<file path="config.mk">
export PLATFORM = sky130hd
export DESIGN_NAME = mod_seq
export DESIGN_NICKNAME = d
export VERILOG_FILES = /design/src/rtl/mod_seq.sv
export SDC_FILE = /design/constraint.sdc
export NUM_CORES = 1
export LEC_CHECK = 0
export CAP_MARGIN = 20
export CORE_MARGIN = 2
export CORE_UTILIZATION = 25
export CTS_CLUSTER_DIAMETER = 150
export DETAILED_ROUTE_END_ITERATION = 10
export GPL_TIMING_DRIVEN = 0
export PLACE_DENSITY_LB_ADDON = 0.25
export SYNTH_ARGS = -nofsm -noshare
export SYNTH_HDL_FRONTEND = slang
export SYNTH_SLANG_ARGS = --single-unit
export TNS_END_PERCENT = 5
</file>
<file path="constraint.sdc">
create_clock -name clk -period 4.95 [get_ports clk]
set_input_delay 1.2375 -clock clk [delete_from_list [all_inputs] [get_ports clk]]
set_output_delay 1.2375 -clock clk [all_outputs]
set_load 0.02 [all_outputs]
</file>
<file path="src/rtl/mod_seq.sv">
// ---------------------------------------------------------------------------
// mod_seq -- sequential 64-bit by 16-bit unsigned modulo unit.
//
// Computes in_a mod in_m with a restoring shift-subtract loop, one dividend
// bit per clock, most significant bit first. The loop runs for 64 cycles
// from the accept edge. The result is held in DONE until the consumer takes
// it.
//
// Ports
//   clk         rising-edge clock
//   rst_n       asynchronous active-low reset
//   in_valid    requester offers an operand pair
//   in_ready    operands accepted (high only in IDLE)
//   in_a        64-bit unsigned dividend
//   in_m        16-bit unsigned modulus
//   out_valid   result available (high only in DONE)
//   out_ready   consumer accepts the result
//   out_result  in_a mod in_m, stable while out_valid=1
//   out_err     (MOD_DIV0_ERR_EN only) operand pair had in_m=0
//   busy        high while the loop is running
//
// Configuration
//   MOD_DIV0_ERR_EN  when defined, in_m=0 skips the loop and goes straight
//                    to DONE with out_result=0 and out_err=1. When it is not
//                    defined, in_m=0 runs the normal loop and yields
//                    in_a[15:0].
// ---------------------------------------------------------------------------
module mod_seq (
   input  logic        clk,
   input  logic        rst_n,
   input  logic        in_valid,
   output logic        in_ready,
   input  logic [63:0] in_a,
   input  logic [15:0] in_m,
   output logic        out_valid,
   input  logic        out_ready,
   output logic [15:0] out_result,
`ifdef MOD_DIV0_ERR_EN
   output logic        out_err,
`endif
   output logic        busy
);

   typedef enum logic [1:0] {
      IDLE = 2'd0,
      BUSY = 2'd1,
      DONE = 2'd2
   } state_t;

   state_t      state;
   logic [63:0] a_reg;
   logic [15:0] m_reg;
   logic [15:0] r;
   logic [5:0]  idx;

   // One restoring step. Because r < m_reg holds on entry, t < 2*m_reg, so
   // t - m_reg always fits in 16 bits. The compare uses the full 17-bit t.
   // With m_reg = 0 the subtraction is a plain shift, which leaves a[15:0]
   // in r.
   logic [16:0] t;
   logic [16:0] diff;
   logic [15:0] r_next;

   // NOTE: every signal assigned in always_comb gets a value on every path
   // (here unconditionally first), otherwise synthesis infers a latch.
   always_comb begin
      t      = {r, a_reg[idx]};
      diff   = t - {1'b0, m_reg};
      r_next = t[15:0];
      if (t >= {1'b0, m_reg}) begin
         r_next = diff[15:0];
      end
   end

   // Operand registers. They need no reset: they are reloaded on every
   // accept and are only read in BUSY.
   // NOTE: a datapath register that is always written before it is read is
   // left out of reset. This keeps the reset tree small and avoids a
   // useless reset mux.
   always_ff @(posedge clk) begin
      if (state == IDLE && in_valid) begin
         a_reg <= in_a;
         m_reg <= in_m;
      end
   end

   // Control FSM. All outputs are registered here.
   // NOTE: sequential state uses non-blocking assignments only, so every
   // register samples values from before the edge, whatever the order of
   // the statements.
   always_ff @(posedge clk or negedge rst_n) begin
      if (!rst_n) begin
         state      <= IDLE;
         r          <= '0;
         idx        <= 6'd63;
         in_ready   <= 1'b1;
         out_valid  <= 1'b0;
         busy       <= 1'b0;
         out_result <= '0;
`ifdef MOD_DIV0_ERR_EN
         out_err    <= 1'b0;
`endif
      end else begin
         case (state)
            IDLE: begin
               if (in_valid) begin
                  r        <= '0;
                  idx      <= 6'd63;
                  in_ready <= 1'b0;
`ifdef MOD_DIV0_ERR_EN
                  if (in_m == '0) begin
                     state      <= DONE;
                     out_valid  <= 1'b1;
                     out_result <= '0;
                     out_err    <= 1'b1;
                  end else
`endif
                  begin
                     state   <= BUSY;
                     busy    <= 1'b1;
`ifdef MOD_DIV0_ERR_EN
                     out_err <= 1'b0;
`endif
                  end
               end
            end

            BUSY: begin
               r   <= r_next;
               idx <= idx - 6'd1;
               if (idx == 6'd0) begin
                  state      <= DONE;
                  busy       <= 1'b0;
                  out_valid  <= 1'b1;
                  out_result <= r_next;
               end
            end

            DONE: begin
               // in_ready stays low through the handshake edge. The next
               // accept can therefore happen one cycle later at the earliest.
               if (out_ready) begin
                  state     <= IDLE;
                  out_valid <= 1'b0;
                  in_ready  <= 1'b1;
               end
            end

            default: begin
               state     <= IDLE;
               busy      <= 1'b0;
               out_valid <= 1'b0;
               in_ready  <= 1'b1;
            end
         endcase
      end
   end

endmodule

</file>
Word-level counts from Yosys, hierarchy flattened
Cells that the tools add are included.
{"block": "totals", "ff_bits": 123, "inputBits": 84, "elab_cells": 51, "output_inout_bits": 19}
{"block": "op_classes", "n_bitwise": 3, "order_cmp": 2, "n_mux": 20, "reduce_logical": 10, "n_addsub": 2, "eq_ne": 5}
{"op": "$mux W16", "count": 2}
{"op": "$pmux W16 S2", "count": 1}
{"op": "$ge A17 B16 Y1", "count": 1}
{"op": "$sub A16 B16 Y16", "count": 1}
{"op": "$pmux W6 S2", "count": 1}
{"op": "$reduce_and A3 Y1", "count": 4}
{"op": "$pmux W1 S3", "count": 3}
{"op": "$lt A6 B7 Y1 const B", "count": 1}
{"op": "$mux W1", "count": 7}
{"op": "$bmux W1 S6", "count": 1}
{"op": "$logic_not A6 Y1", "count": 1}
{"op": "$mux W2", "count": 3}
{"op": "$mux W6", "count": 1}
{"op": "$ne A2 B2 Y1 const B", "count": 3}
{"op": "$pmux W2 S3", "count": 1}
{"op": "$sub A6 B1 Y6 const B", "count": 1}
{"op": "$reduce_and A2 Y1", "count": 2}
{"op": "$not A1 Y1", "count": 3}
{"op": "$eq A2 B1 Y1 const B", "count": 1}
{"op": "$eq A2 B2 Y1 const B", "count": 1}
{"op": "$logic_not A2 Y1", "count": 1}
{"op": "$reduce_bool A2 Y1", "count": 1}
{"op": "$logic_and A1 B1 Y1", "count": 1}

Logic depth before layout (Yosys ltp)
{"block": "depth", "word_depth": 5, "ltp_mapped": 17, "mapped_depth_nobuf": 15}

Worst setup path after synthesis
No wires, ideal clock.
{"block": "synth_timing", "path_kind": "reg2reg", "from": "reg idx[0]", "to": "reg out_result[12]", "path_stages_with_launch": 17, "synth_period_minus_slack_ps": 3939, "arrival_time_ps": 3807, "setup_slack_ps": 1011, "required_ps": 4818, "setup_time_ps": 132, "n_path_buf": 1, "cell_sequence": "dfstp_2 > buf_6 > mux4_1 > mux4_2 > o21ai_0 > nor2_1 > a211oi_2 > ha_1 > inv_1 > fa_1 > a211oi_1 > o21ai_1 > a31oi_1 > o21ai_1 > xor2_1 > mux2i_1 > o21ai_1"}
{"block": "synth_between", "elab_chain_len": 4, "elab_cells_between_ends": 7, "classes_between": "add/sub: 1; order compare: 1; mux: 3; reduce/logical: 2"}
{"element": "start: declaration", "line": "54", "source": "logic [5:0] idx;"}
{"element": "start signal: assignment", "line": "130", "source": "idx <= idx - 6'd1;"}
{"element": "$bmux W1 S6", "line": "67", "source": "t = {r, a_reg[idx]};"}
{"element": "$mux W1 (not written as such)", "line": "67"}
{"element": "$sub A16 B16 Y16 or $ge A17 B16 Y1 (tied branches)", "line": "68, 70"}
{"element": "$mux W16", "line": "70", "source": "if (t >= {1'b0, m_reg}) begin"}
{"element": "end signal: assignment", "line": "135", "source": "out_result <= r_next;"}
{"element": "end: declaration", "line": "37", "source": "output logic [15:0] out_result,"}
Several ways; a longest one is shown, not always the timed one. The select of a mux whose other input is x is not followed.
A chain may end at the register's enable or synchronous reset.

Final worst setup path
{"block": "layout_timing", "from": "reg idx[0]", "to": "reg out_result[10]"}
The elaborated chain is that of the path after synthesis.

==> out/qor.csv <==
stage;metric;value;unit
run_status;status;completed;
setup_path;Setup CP Type;reg -> reg;
clocking;clock sink total;123;
die;I/O pins;103;
drt;final antenna-violating net count;0;
placement;DP HPWL;10170;µm
timing;min Tclk post-route;4.677;ns
setup_path;startpoint types;flop;
placement;I/O Buffers;102;
clocking;H-tree levels;4;
layout;area grow syn2layout;36.31;%
synthesis;asr flop ratio synth;34.96;%
clocking;Clk Latency, worst-skew pair;0.42;ns
placement;pre-CTS setup slack;0.02926;ns
clocking;TritonCTS clock tree;yes;
grt;All-Layer GR Usage;12.49;%
layout;share of cells above drive strength 1;11.91;%
die;Cell Rows;55;
synthesis;Post-Syn Instances;419;
setup_path;Worst Setup End Kind;flop;
layout;Final Cell Area;7722;µm²
timing;Fin Clk Skew;0.008561;ns
layout;antenna cells;0;
synthesis;Syn. warnings;0;
synthesis;synth unique cells;49;
synthesis;biggest area consumer among synthesized cells;edfxtp_1;
layout;FF/Latch Area;3487;µm²
grt;met2 Use GR;20.90;%
timing;final hold vios;0;
timing;final period utilization;94.48;%
die;Initial Util;25.25;%
clocking;CTS Buf Count;17;
setup_path;crit path DAT;4.95;ns
timing;Worst-Margin Slew;0.6674;ns
grt;pin count of the biggest net entering global routing;65;
drt;routed len/inst;16.84;µm
synthesis;Post-synth top cells;80 x edfxtp_1, 36 x dfrtp_1, 34 x o21ai_1;
hold_path;hold crit path type;reg -> reg;
timing;# setup viols final;0;
timing;Fin Setup TNS;0;ns
placement;Placement Cell Area;7088;µm²
die;Die Ht;154.5;µm
timing;final worst-path setup slack;0.2732;ns
clocking;Root Buffer;clkbuf_16;
placement;Placed Cells;808;
synthesis;syn_area_per_cell;13.52;µm²
layout;Fill cells;2214;
drt;DR iter-0 viols;169;
drt;Vias/cell;4.548;
timing;RSZ-0062 raised after global routing;no;
drt;vias;3816;
placement;routability cong.;0.8631;
setup_path;WP data required;5.22;ns
timing;Slew Limit Fails;0;
clocking;Worst-path clk slew;0.06;ns
timing;max-slew headroom at the worst pin;55.51;%
synthesis;top-count cell post-synth;edfxtp_1;
grt;GR met1 Demand/Resource;15.56;%
drt;DRC violations left;0;
synthesis;Synth area leaders;edfxtp_1 42%, dfrtp_1 16%, mux4_2 4.8%;
timing;fmax;213.8;MHz
layout;Final Non-Filler Cells;839;
drt;final wirelength;14130;µm
synthesis;Seq/Total Area, Yosys;61.55;%
setup_path;CP max FO;10;
layout;max reg flops;64;
flow_run;Max-Cap Viols;0;
synthesis;Yosys top cell area share;42.40;%
synthesis;Mapped Area;5665;µm²
grt;initial antenna violation count;0;
grt;met3 usage;3.839;%
drt;DR pass1 iterations;4;
power_and_ir_drop;maximum VDD drop;0.1926;mV
power_and_ir_drop;leak pwr;2.922;nW
synthesis;Synth Register Bits;123;
die;die width;154.5;µm
power_and_ir_drop;power per cell area;544.2;nW/µm²
clocking;Max clock buf depth;2;
synthesis;post-synth net total;523;
clocking;hold buffers post-CTS;0;
grt;grt total ovfl;0;
grt;global-route wire length before repair;22690;µm
layout;Multi-input gate area;2003;µm²
die;Die Area;23880;µm²
grt;Most Crowded Layer GR;met2;
synthesis;Top FF cell, synth;edfxtp_1;
layout;net count reported at finish;645;
die;core footprint;22430;µm²
grt;number of global-route vias before repair;4162;
synthesis;Post-synth EDFFs;80;
-- placed cells by master (no fill, tap or decap), drive strengths merged, types with 3 or more instances in the layout --
master and n:
a21o 4, a21oi 11, and3 4, buf 7, bufinv 4, clkbuf 30, clkdlybuf4s50 101, clkinv 4
dfrtp 36, dfstp 7, edfxtp 80, ha 19, inv 31, mux2i 13, mux4 19, nand2 33
nand2b 6, nand3 22, nand4 8, nor2 15, nor2b 6, o211ai 5, o21ai 45, o31a 3
xnor2 12, xor2 5
-- power breakdown --
part           switching (mW)  internal [mW]  total (mW)
sequential              0.118           1.24        1.36
clock                   0.496          0.856        1.35
combinational           0.790          0.699        1.49
-- kinds of logic (layout without fill, tap and decap cells) --
logic type,after synthesis,in the layout,share of synthesized area [%]
DFF,123,123,61.55
and+or+nand+nor,102,102,8.702
AOI/OAI and AO/OA,81,81,8.702
buffers and inverters,42,177,3.092
xor gates and xnor gates,17,17,2.628
muxes,34,34,10.78
adders and majority gates,20,20,4.550
-- final timing paths --
| path | from | to | slack [ns] | cells after the start |
|---|---|---|---|---|
| hold reg to reg | out_result[9] | out_result[9] | 0.49 | 2 |
| hold / removal | out_result[9] | out_result[9] | 0.49 | 2 |
| min in group asynchronous | rst_n | out_result[1] | 0.69 | 1 |
| max in group asynchronous | rst_n | idx[0] | 3.70 | 2 |
| setup / recovery | idx[0] | out_result[10] | 0.27 | 15 |
| setup reg to reg | idx[0] | out_result[10] | 0.27 | 15 |
-- final cells by class --
type	count	share of cell area, %
clock inverter	14	2.690
timing repair buffer	104	13.77
buffer	16	1.021
inverter	25	1.248
tap	285	4.618
multi-input combinational	254	25.94
clock buffer	18	5.557
sequential	123	45.16
-- repair_timing --
item / in CTS / in global routing
buffers inserted: 0 / 0
gates resized for setup: 0 / 2
endpoints found under the setup margin: 0 / 18
-- worst max-delay path, cell delays in order, from the launching register on --
cell and delay, ns:
dfstp_2 0.55, buf_6 0.18, mux4_1 0.57, mux4_2 0.48, o21ai_0 0.16, nor2_1 0.07, a211oi_2 0.31, ha_1 0.22
nand4_1 0.10, or4_1 0.51, nand3_1 0.11, nand2_1 0.11, nand2_2 0.30, buf_2 0.36, mux2i_1 0.40, o21ai_1 0.10
-- metal layers --
layer | vias to the layer above | routed length, µm
met3 | 19 | 676
met2 | 130 | 6846
met4 | 0 | 211
li1 | 1826 | -
met1 | 1841 | 6395
met5 | - | 0
-- stage by stage --
stage	total power, mW	utilization [%]	hold WS, ns
finish	4.203	34.42	0.4877
global placement	2.868	31.39	0.4798
floorplan	2.448	-	0.5018
detailed placement	2.882	31.60	0.4838
global route	4.476	34.42	0.5240
CTS	4.256	34.43	0.4968
Note: power is estimated with default switching activity, not from simulation.
